==> src/rtl/trisc_sequencer.sv <==
// TRISC fetch/decode/execute sequencer: decodes opcodes into control strobes, counts retired instructions.
// Latency: 3 cycles per instruction (FETCH, DECODE, EXEC) plus one per memory wait cycle; mem_rd/mem_wr hold until mem_ready.
module trisc_sequencer #(
    parameter int OPW   = 4,
    parameter int CNT_W = 16
) (
    input  logic             clk,
    input  logic             reset_n,
    input  logic             run,
    input  logic             step,
    input  logic [OPW-1:0]   opcode,
    input  logic             zf,
    input  logic             nf,
    input  logic             mem_ready,
    output logic             addr_sel,
    output logic             mem_rd,
    output logic             mem_wr,
    output logic             ir_ld,
    output logic             pc_inc,
    output logic             pc_ld,
    output logic             acc_ld,
    output logic [2:0]       alu_op,
    output logic             halted,
    output logic             illegal,
    output logic             busy,
    output logic [CNT_W-1:0] instr_count
);

    typedef enum logic [2:0] {
        S_IDLE,
        S_FETCH,
        S_DECODE,
        S_EXEC,
        S_HALT
    } state_t;

    localparam int I_LDA = 0;
    localparam int I_STA = 1;
    localparam int I_ADD = 2;
    localparam int I_SUB = 3;
    localparam int I_XOR = 4;
    localparam int I_INC = 5;
    localparam int I_CLR = 6;
    localparam int I_JMP = 7;
    localparam int I_JPN = 8;
    localparam int I_JPZ = 9;
    localparam int I_HLT = 10;
    localparam int I_ILL = 11;
    localparam int NI    = 12;

    state_t           state_q, state_d;
    logic [NI-1:0]    ins_q, ins_d;
    logic             zf_q, zf_d;
    logic             nf_q, nf_d;
    logic             halted_q, halted_d;
    logic             illegal_q, illegal_d;
    logic [CNT_W-1:0] cnt_q, cnt_d;

    logic [NI-1:0]    dec;
    logic             hi_bits;
    logic             mem_cls;
    logic             exec_done;

    // One-hot opcode decode; any set bit above the 4-bit map makes it illegal.
    always_comb begin
        dec     = '0;
        hi_bits = 1'b0;
        for (int i = 4; i < OPW; i++) begin
            hi_bits = hi_bits | opcode[i];
        end
        if (hi_bits) begin
            dec[I_ILL] = 1'b1;
        end else begin
            case (opcode[3:0])
                4'h0:    dec[I_LDA] = 1'b1;
                4'h1:    dec[I_STA] = 1'b1;
                4'h2:    dec[I_ADD] = 1'b1;
                4'h3:    dec[I_SUB] = 1'b1;
                4'h4:    dec[I_XOR] = 1'b1;
                4'h6:    dec[I_INC] = 1'b1;
                4'h7:    dec[I_CLR] = 1'b1;
                4'h8:    dec[I_JMP] = 1'b1;
                4'h9:    dec[I_JPN] = 1'b1;
                4'hC:    dec[I_JPZ] = 1'b1;
                4'hF:    dec[I_HLT] = 1'b1;
                default: dec[I_ILL] = 1'b1;
            endcase
        end
    end

    assign mem_cls   = ins_q[I_LDA] | ins_q[I_ADD] | ins_q[I_SUB] | ins_q[I_XOR];
    assign exec_done = (mem_cls | ins_q[I_STA]) ? mem_ready : 1'b1;

    always_comb begin
        state_d   = state_q;
        ins_d     = ins_q;
        zf_d      = zf_q;
        nf_d      = nf_q;
        halted_d  = halted_q;
        illegal_d = illegal_q;
        cnt_d     = cnt_q;
        case (state_q)
            S_IDLE: begin
                if (run || step) state_d = S_FETCH;
            end
            S_FETCH: begin
                if (mem_ready) state_d = S_DECODE;
            end
            S_DECODE: begin
                ins_d   = dec;
                zf_d    = zf;
                nf_d    = nf;
                state_d = S_EXEC;
            end
            S_EXEC: begin
                if (exec_done) begin
                    cnt_d = cnt_q + CNT_W'(1);
                    if (ins_q[I_ILL]) illegal_d = 1'b1;
                    if (ins_q[I_HLT]) begin
                        halted_d = 1'b1;
                        state_d  = S_HALT;
                    end else begin
                        state_d = run ? S_FETCH : S_IDLE;
                    end
                end
            end
            S_HALT:  state_d = S_HALT;
            default: state_d = S_IDLE;
        endcase
    end

    always_ff @(posedge clk or negedge reset_n) begin
        if (!reset_n) begin
            state_q   <= S_IDLE;
            ins_q     <= '0;
            zf_q      <= 1'b0;
            nf_q      <= 1'b0;
            halted_q  <= 1'b0;
            illegal_q <= 1'b0;
            cnt_q     <= '0;
        end else begin
            state_q   <= state_d;
            ins_q     <= ins_d;
            zf_q      <= zf_d;
            nf_q      <= nf_d;
            halted_q  <= halted_d;
            illegal_q <= illegal_d;
            cnt_q     <= cnt_d;
        end
    end

    // Strobes come only from registered state and the instruction latch; mem_ready gates completion.
    always_comb begin
        addr_sel = 1'b0;
        mem_rd   = 1'b0;
        mem_wr   = 1'b0;
        ir_ld    = 1'b0;
        pc_inc   = 1'b0;
        pc_ld    = 1'b0;
        acc_ld   = 1'b0;
        alu_op   = 3'd0;
        if (state_q == S_FETCH) begin
            mem_rd = 1'b1;
            ir_ld  = mem_ready;
            pc_inc = mem_ready;
        end else if (state_q == S_EXEC) begin
            addr_sel = mem_cls | ins_q[I_STA];
            mem_rd   = mem_cls;
            mem_wr   = ins_q[I_STA];
            acc_ld   = (mem_cls & mem_ready) | ins_q[I_INC] | ins_q[I_CLR];
            pc_ld    = ins_q[I_JMP] | (ins_q[I_JPZ] & zf_q) | (ins_q[I_JPN] & nf_q);
            if (ins_q[I_ADD])      alu_op = 3'd1;
            else if (ins_q[I_SUB]) alu_op = 3'd2;
            else if (ins_q[I_XOR]) alu_op = 3'd3;
            else if (ins_q[I_INC]) alu_op = 3'd4;
            else if (ins_q[I_CLR]) alu_op = 3'd5;
        end
    end

    assign halted      = halted_q;
    assign illegal     = illegal_q;
    assign busy        = (state_q != S_IDLE) && (state_q != S_HALT);
    assign instr_count = cnt_q;

endmodule

==> config.mk <==
export PLATFORM = sky130hd
export DESIGN_NAME = trisc_sequencer
export DESIGN_NICKNAME = d
export VERILOG_FILES = /design/src/rtl/trisc_sequencer.sv
export SDC_FILE = /design/constraint.sdc
export NUM_CORES = 1
export LEC_CHECK = 0
export BUFFER_PORTS_ARGS = -buffer_cell sky130_fd_sc_hd__clkbuf_2
export CELL_PAD_IN_SITES_DETAIL_PLACEMENT = 1
export CELL_PAD_IN_SITES_GLOBAL_PLACEMENT = 2
export CORE_UTILIZATION = 37
export CTS_BUF_LIST = sky130_fd_sc_hd__clkbuf_8
export DETAILED_ROUTE_END_ITERATION = 10
export PLACE_DENSITY = 0.95
export SYNTH_ARGS = -nofsm -noshare
export SYNTH_HDL_FRONTEND = slang
export SYNTH_SLANG_ARGS = --single-unit
==> constraint.sdc <==
create_clock -name clk -period 3.08 [get_ports clk]
set_input_delay 0.924 -clock clk [delete_from_list [all_inputs] [get_ports clk]]
set_output_delay 0.924 -clock clk [all_outputs]
set_load 0.005 [all_outputs]
==> metrics, run 1 <==
number of cells traversed by the worst hold path=1; number of setup buffers added after CTS=0; Net Count, Synth=177; failing checks=DRC; initial detailed-routing violation count=53; Post-Synth Adder-Cell Area=0.716%; Slew Viols, Final=0; fill cell instance count of the final layout=513; Bufs on Longest Clock Path=2; PostCTS Resize Cnt=0; number of nets with antenna violations after detailed routing=0; Main synth FF type=dfrtp_1; floorplan die height=70.7 µm; layout cell share with drive strength beyond 1=28.0%; number of cells on the worst reg-to-reg path=4; startpoint type of the worst setup path=register; RSZ-0062 raised after global routing=false; commonest cells after routing, fill and taps aside=39 x clkbuf_2, 35 x dfrtp_1, 20 x nand2_1, 14 x xor2_1, 10 x nor2_1; hold violation total from the final report=0; Fmax achieved=396 MHz; FF-to-FF End=instr_count[1]; IR drop worst, VDD=443 µV; proportion of synthesized area in mux cells=2.58%; Leakage=0.951 nW; asr flop ratio synth=100%; share of synthesized cell area in and, or, nand and nor gates=24.8%; sequential-to-total area share from yosys stat=50.1%; final setup fails=0; number of placement rows=24; number of diodes=0; area occupied by multi-input gates=813 µm²; largest fanout on the critical path=5; Post-route DRC=6; Core Footprint=4440 µm²; Starting Density=39.3%; instance area after placement=1980 µm²; cells after synthesis=165; xor/xnor share of the synthesized area=7.52%; post-synthesis compound-gate area fraction=11.0%; WL final=4020 µm; Unique masters post-synth=43; start point of the worst min-delay path=instr_count[15]; per-cell routed wire length=15.5 µm; FF/Latch Area=876 µm²; number of global-route vias before repair=1411; DIE AREA=5000 µm²; Final min period=2.52 ns; final weighted congestion of routability-driven global placement=0.765; setup clock skew after layout=0.00806 ns; latest clock arrival within the worst-skew pair=0.28 ns; total clock buffers created by CTS=5; total negative slack=0 ns; Max-cap violations=0; status=finished with violations; power density normalized to cell area=945 nW/µm²; leftover overflow at the end of global routing=0; I/O Pins=40; TritonCTS clock tree=yes; half-perimeter wire length after detailed placement=2880 µm; Seq cells post-synth=35; Slew HR=41.1%; worst reg2reg path startpoint=ins_q[3]; area fraction of the dominant cell type after synthesis=50.1%; via total after detailed routing=1395; worst hold-check path type=register to register; overall routing resource usage=17.6%; buffers added on ports=39; cell at the root of the clock tree=clkbuf_8; top cell type by total area after synthesis=dfrtp_1; final critical-path share of the clock period=81.9%; sink of the worst hold path=instr_count[15]; dominant combinational cell family by area after synthesis=simple AND/OR/NAND/NOR gates; area of the mapped netlist=1750 µm²; number of warning messages in the yosys log=0; post-detailed-route via-to-cell ratio=5.39; Worst Tran Pin Value=0.883 ns; maximum number of pins on one net before global-route repair=36; clock-pin slew of the registers on the worst-case setup and hold paths=0.07 ns; number of H-tree levels=2; minimum setup slack among reg-to-reg paths=1.29 ns; required time of the critical path=2.16 ns; Arrival @ worst endpoint=1.60 ns; global-route wire length before repair=6910 µm; leading cell type in the layout, fill and taps excluded=clkbuf_2; Final Instance Area=2060 µm²; Synth Area per Inst=10.6 µm²; CTS Sinks=35; initial antenna violation count=0; net total in the final layout=218; cells taking the most area after synthesis=dfrtp_1 50%, xor2_1 7.0%, nand2_1 4.3%, nor4_4 3.7%, o41ai_1 3.0%; cts-stage hold buffer count=0; Syn-to-layout area delta=18.1%; category of the worst setup path capture point=output port; number of enable flip-flop cells after synthesis=0; die extent in x=70.7 µm; critical path start-end classification=register to output port; first drt pass iteration count=7
## cell usage after synthesis (2+ instances only)
cell and n:
mux2_2 3, nand3_1 6, nor4_4 3, nor3_1 5, nand2b_1 5, buf_2 2
o21ai_1 2, a21o_1 2, nor2_1 10, o41ai_1 6, a21oi_1 4, o31ai_1 4
clkbuf_1 3, o21ai_0 3, nand3b_1 2, nand4_1 3, inv_1 5, nand2_1 20
dfrtp_1 35, or4_1 2, xor2_1 14, nor4_1 5
## logic make-up after synthesis
logic type	Yosys count
flops	35
simple gates	71
mux	4
buf+inv	12
xor+xnor	15
compound gates	27
fa+ha+maj	1
## per-layer routing
layer  global-route usage (%)  vias to the layer above  wire length [µm]
met4                     5.33                        0                34
met1                     22.4                      688              1820
li1                         -                      676                 -
met3                     4.13                        4               140
met5                        0                        -                 0
met2                     30.0                       27              2020
## cell type report
class                   instances  area share [%]
well taps                      52            3.15
repair buffers                 41            10.2
clock buffers                   5            3.33
multi-input cells             118            39.4
flip-flops and latches         35            42.4
inverters                       5           0.909
clock inverters                 3           0.606
## where the power goes
group | internal (mW) | leakage [nW] | switching (mW)
registers | 0.637 | 0.429 | 0.204
logic | 0.352 | 0.471 | 0.446
clock network | 0.152 | 0.0505 | 0.160
total | 1.14 | 0.951 | 0.810
## through the flow
| stage | setup WS, ns | utilization, % | hold WS [ns] | instances | total power [mW] |
|---|---|---|---|---|---|
| final | 0.557 | 46.5 | 0.469 | 259 | 1.95 |
| after global routing | 0.489 | 46.5 | 0.495 | 259 | 2.11 |
| after CTS | 0.538 | 46.5 | 0.470 | 259 | 1.98 |
| after detailed placement | 0.694 | 44.6 | 0.456 | 251 | 1.66 |
| after global placement | 0.716 | 44.6 | 0.444 | 251 | 1.63 |
| after floorplan | 0.809 | - | 0.444 | 165 | 1.36 |
## critical path, cell delays in order (launching register included)
cell and delay (ns):
dfrtp_1 0.43, or4_1 0.57, nor2_1 0.15, nor2_1 0.05
clkbuf_2 0.11
## flip-flops by register name, indices dropped and copies added (netlist names)
name and flops:
illegal 1, halted 1, state_q 3, nf_q 1, ins_q 12, zf_q 1
instr_count 16
## how the worst max path moves through the flow
| stage | to | startpoint |
|---|---|---|
| 2_1_floorplan | pc_inc | mem_ready |
| 3_3_place_gp | ir_ld | mem_ready |
| 3_5_place_dp | ir_ld | mem_ready |
| 4_1_cts | addr_sel | ins_q[3] |
| 5_1_grt | addr_sel | ins_q[3] |
| 6_report | addr_sel | ins_q[3] |
Note: power is estimated with default switching activity, not from simulation.
==> inputs of run 2 (changes only) <==
- CORE_UTILIZATION: 37 -> 31
- PLACE_DENSITY: 0.95 -> 0.87
- clock period: 3.08 -> 2.3 ns (I/O delays scaled with it)
==> run 2 against run 1 <==
Compared with the run above:
- the flow now finishes without violations
- sequential power rose by 32%
- non-clock buffer count rose by 8
- die area rose by 19%
- global-route usage fell by 1.9 points
- first-iteration DRC count fell by 23%
- combinational power rose by 54%
- final area rose by 6.5%
- via count rose by 2.5%
- worst hold slack got worse by 0.033 ns
- critical endpoint unchanged
==> metrics, run 2 (synthesis gave the netlist of run 1 again) <==
instance area after placement=2040 µm²; initial detailed-routing violation count=41; fraction of power consumed by the clock network=19.7%; number of nets with antenna violations after detailed routing=0; Core Footprint=5270 µm²; leading cell type in the layout, fill and taps excluded=clkbuf_2; required time of the critical path=1.61 ns; cell internal pwr=1.78 mW; first drt pass iteration count=4; critical path start-end classification=register to output port; WL final=4260 µm; max reg flops=16; cell at the root of the clock tree=clkbuf_8; TritonCTS clock tree=yes; Starting Density=33.2%; final critical-path share of the clock period=96.7%; per-cell routed wire length=14.9 µm; FF/Latch Area=880 µm²; post-detailed-route via-to-cell ratio=5.02; area occupied by multi-input gates=822 µm²; latest clock arrival within the worst-skew pair=0.28 ns; CTS Sinks=35; number of placement rows=26; via total after detailed routing=1430; DIE AREA=5940 µm²; RSZ-0062 raised after global routing=true; Slew HR=57.7%; Syn-to-layout area delta=25.8%; startpoint type of the worst setup path=register; global-route wire length before repair=7240 µm; half-perimeter wire length after detailed placement=3050 µm; layout cell share with drive strength beyond 1=34.4%; Worst Tran Pin Value=0.634 ns; Post-route DRC=0; switch share=38.8%; leftover overflow at the end of global routing=0; Final min period=2.22 ns; largest fanout on the critical path=6; fraction of power consumed by combinational cells=42.2%; pre-CTS setup slack=0.217 ns; final critical-path setup slack=0.0759 ns; IR drop worst, VDD=511 µV; cts-stage hold buffer count=0; hold violation total from the final report=0; overall routing resource usage=15.7%; power density normalized to cell area=1320 nW/µm²; number of H-tree levels=2; Final Instance Area=2200 µm²; final weighted congestion of routability-driven global placement=0.742; I/O Pins=40; buffers added on ports=39; floorplan die height=77.1 µm; total clock buffers created by CTS=5; net load switching power=1.13 mW; Leakage=0.999 nW; Fmax achieved=450 MHz; clock-pin slew of the registers on the worst-case setup and hold paths=0.07 ns; setup clock skew after layout=0.00325 ns; category of the worst setup path capture point=output port; initial antenna violation count=0; Slew Viols, Final=0; status=finished clean; commonest cells after routing, fill and taps aside=39 x clkbuf_2, 32 x dfrtp_1, 20 x nand2_1, 14 x xor2_1, 9 x buf_4; net total in the final layout=226; Post-Route Hold Slack=0.435 ns; Arrival @ worst endpoint=1.53 ns; final setup fails=0; part of the total power dissipated in sequential elements=38.1%; die extent in x=77.1 µm; worst hold-check path type=input pin to asynchronous set/reset pin; overall power after layout=2.91 mW; number of global-route vias before repair=1429; number of diodes=0; fill cell instance count of the final layout=619; Bufs on Longest Clock Path=2; maximum number of pins on one net before global-route repair=36; Max-cap violations=0
## run 2: metal layers
layer / wire [µm] / vias to the layer above / track usage [%]
met5: 0 / - / 0
met4: 89 / 0 / 7.17
met3: 182 / 8 / 4.29
met2: 2050 / 36 / 25.4
met1: 1940 / 694 / 19.4
li1: - / 692 / -
## run 2: cell type report
class / count / area share, %
clock inverters: 2 / 1.59
well taps: 70 / 3.98
clock buffers: 6 / 3.75
flip-flops and latches: 35 / 40.0
inverters: 5 / 0.853
multi-input cells: 118 / 37.4
repair buffers: 49 / 12.5
## run 2: what timing repair did
action	CTS	global route
setup buffers	0	4
gates resized for setup	3	4
endpoints found under the setup margin	1	5
pin swaps	0	0
## run 2: power groups by stage
stage | clock network (mW) | registers [mW] | logic (mW)
after floorplan | 0 | 1.07 | 0.755
after global placement | 0 | 1.11 | 1.12
after detailed placement | 0 | 1.13 | 1.13
after CTS | 0.591 | 1.12 | 1.17
after global routing | 0.618 | 1.15 | 1.38
final | 0.574 | 1.11 | 1.23
## run 2: critical path, stage by stage, from the launching register on
cell and delay [ns]:
dfrtp_2 0.46, or4_4 0.50, nor2_2 0.13, nor2_2 0.05, clkbuf_2 0.11
## run 2: path summary, 6_finish.rpt
check                         start              end  slack (ns)  depth (start not counted)
min in group clk            illegal          illegal        0.46                          1
min                         reset_n  instr_count[15]        0.44                          2
max in group asynchronous   reset_n         ins_q[4]        1.52                          2
min reg2reg                 illegal          illegal        0.46                          1
max                        ins_q[2]         addr_sel        0.08                          4
max reg2reg                ins_q[3]   instr_count[1]        0.41                          6
## run 2: metrics by stage
step | TNS, ns | std cells | util (%)
2_1_floorplan | 0 | 165 | -
3_3_place_gp | 0 | 273 | 38.6
3_5_place_dp | 0 | 273 | 38.6
4_1_cts | 0 | 281 | 41.0
5_1_grt | -0.0803 | 285 | 41.7
6_report | 0 | 285 | 41.7
==> inputs of run 3 (changes only) <==
- CORE_MARGIN: default -> 2
- CORE_UTILIZATION: 31 -> 27
- PLACE_DENSITY: 0.87 -> 0.76
- clock period: 2.3 -> 2.09 ns (I/O delays scaled with it)
==> run 3 against run 2 <==
Compared with the run above:
- the flow now finishes with violations (setup timing)
- final cell count grew 4.2%
- flip-flop and latch count is the same
- utilization shrank 6.0 points
- combinational power grew 19%
- register-to-register slack lost 0.12 ns
- sequential share of layout area shrank 1.1 points
- clock power shrank 7.1%
- final area grew 2.4%
- wire length grew 0.35%
- non-clock buffer count grew 5
- worst hold slack lost 0.13 ns
- largest power group unchanged
==> metrics, run 3 (synthesis gave the netlist of run 1 again) <==
Arrival @ worst endpoint=1.50 ns; final setup fails=2; TritonCTS clock tree=yes; Bufs on Longest Clock Path=2; cts-stage hold buffer count=0; layout cell share with drive strength beyond 1=36.8%; buffers added on ports=39; number of placement rows=29; overall power after layout=3.19 mW; status=finished with violations; max reg flops=16; total negative slack=-0.0590 ns; worst hold-check path type=input pin to asynchronous set/reset pin; maximum number of pins on one net before global-route repair=20; fill cell instance count of the final layout=768; total clock buffers created by CTS=5; Final Instance Area=2250 µm²; cell at the root of the clock tree=clkbuf_8; number of cells on the worst reg-to-reg path=7; final weighted congestion of routability-driven global placement=0.741; hold violation total from the final report=0; final critical-path share of the clock period=102%; first drt pass iteration count=4; FF-to-FF End=instr_count[5]; setup clock skew after layout=0.00484 ns; clock-pin slew of the registers on the worst-case setup and hold paths=0.07 ns; overall routing resource usage=12.4%; half-perimeter wire length after detailed placement=3180 µm; minimum setup slack among reg-to-reg paths=0.29 ns; WL final=4270 µm; switch share=39.8%; Leakage=1.03 nW; post-detailed-route via-to-cell ratio=4.90; post-route core utilization=35.7%; failing checks=setup timing; required time of the critical path=1.46 ns; Slew HR=66.3%; IR drop worst, VDD=514 µV; instance area after placement=2080 µm²; launching element of the worst setup path=ins_q[2]; DIE AREA=7130 µm²; number of diodes=0; latest clock arrival within the worst-skew pair=0.28 ns; critical path start-end classification=register to output port; Worst Tran Pin Value=0.506 ns; leading cell type in the layout, fill and taps excluded=clkbuf_2; initial detailed-routing violation count=22; number of global-route vias before repair=1469; Core Footprint=6310 µm²; per-cell routed wire length=14.4 µm; Max-cap violations=0; largest fanout on the critical path=2; final critical-path setup slack=-0.0353 ns; fraction of power consumed by the clock network=16.7%; global-route wire length before repair=7240 µm; Syn-to-layout area delta=28.9%; Starting Density=27.7%; floorplan die height=84.5 µm; Slew Viols, Final=0; number of H-tree levels=2; fraction of power consumed by combinational cells=45.9%; Final min period=2.13 ns; Fmax achieved=471 MHz; net load switching power=1.27 mW; CTS Sinks=35; via total after detailed routing=1454; category of the worst setup path capture point=output port; part of the total power dissipated in sequential elements=37.3%; net total in the final layout=231; Post-route DRC=0; commonest cells after routing, fill and taps aside=37 x clkbuf_2, 34 x dfrtp_1, 19 x nand2_1, 14 x xor2_1, 14 x buf_4; leftover overflow at the end of global routing=0; initial antenna violation count=0; die extent in x=84.5 µm; I/O Pins=40; cell internal pwr=1.92 mW; RSZ-0062 raised after global routing=true; startpoint type of the worst setup path=register; worst reg2reg path startpoint=ins_q[3]; number of nets with antenna violations after detailed routing=0; power density normalized to cell area=1410 nW/µm²
[run 3: critical path, cell delays in order, from the launching register on]
cell      delay [ns]
dfrtp_1         0.39
or4_4           0.57
nor2_4          0.12
nor2_2          0.04
clkbuf_2        0.10
[run 3: worst max path at each step]
stage                end  slack (ns)  cells after the start
2_1_floorplan  alu_op[2]        0.15                      3
3_3_place_gp       ir_ld        0.20                      3
3_5_place_dp    addr_sel        0.19                      4
4_1_cts         addr_sel       -0.04                      4
5_1_grt         addr_sel       -0.09                      4
6_report        addr_sel       -0.04                      4
[run 3: power by group through the flow]
stage / clock network, mW / registers (mW) / logic, mW
6_report: 0.533 / 1.19 / 1.46
5_1_grt: 0.591 / 1.24 / 1.63
4_1_cts: 0.556 / 1.19 / 1.42
3_5_place_dp: 0 / 1.20 / 1.35
3_3_place_gp: 0 / 1.19 / 1.34
2_1_floorplan: 0 / 1.18 / 0.831
[run 3: what timing repair did]
action | 4_1_cts | 5_1_grt
endpoints found under the setup margin | 5 | 8
resized for setup | 4 | 9
pin swaps | 0 | 3
setup buffers | 1 | 3
[run 3: per-stage QoR]
step	cells	setup WS (ns)	hold slack, ns
6_report	297	-0.0353	0.301
2_1_floorplan	165	0.153	0.331
5_1_grt	297	-0.0891	0.335
3_3_place_gp	285	0.202	0.443
3_5_place_dp	285	0.191	0.451
4_1_cts	294	-0.0385	0.323
[run 3: area by class of cell]
type                       instances  area [µm²]  area share, %
timing repair buffer              54         312           13.8
multi-input combinational        118         850           37.7
clock buffer                       7        96.3           4.28
clock inverter                     1        3.75          0.167
tap                               77        96.3           4.28
sequential                        35         877           38.9
inverter                           5        18.8          0.833
[run 3: layer usage]
layer | global-route usage [%] | up-vias | share of wire [%]
met5 | 0 | - | 0
met3 | 3.15 | 2 | 5.0
met2 | 20.2 | 31 | 48
li1 | - | 703 | -
met4 | 2.60 | 0 | 0.30
met1 | 16.7 | 718 | 47
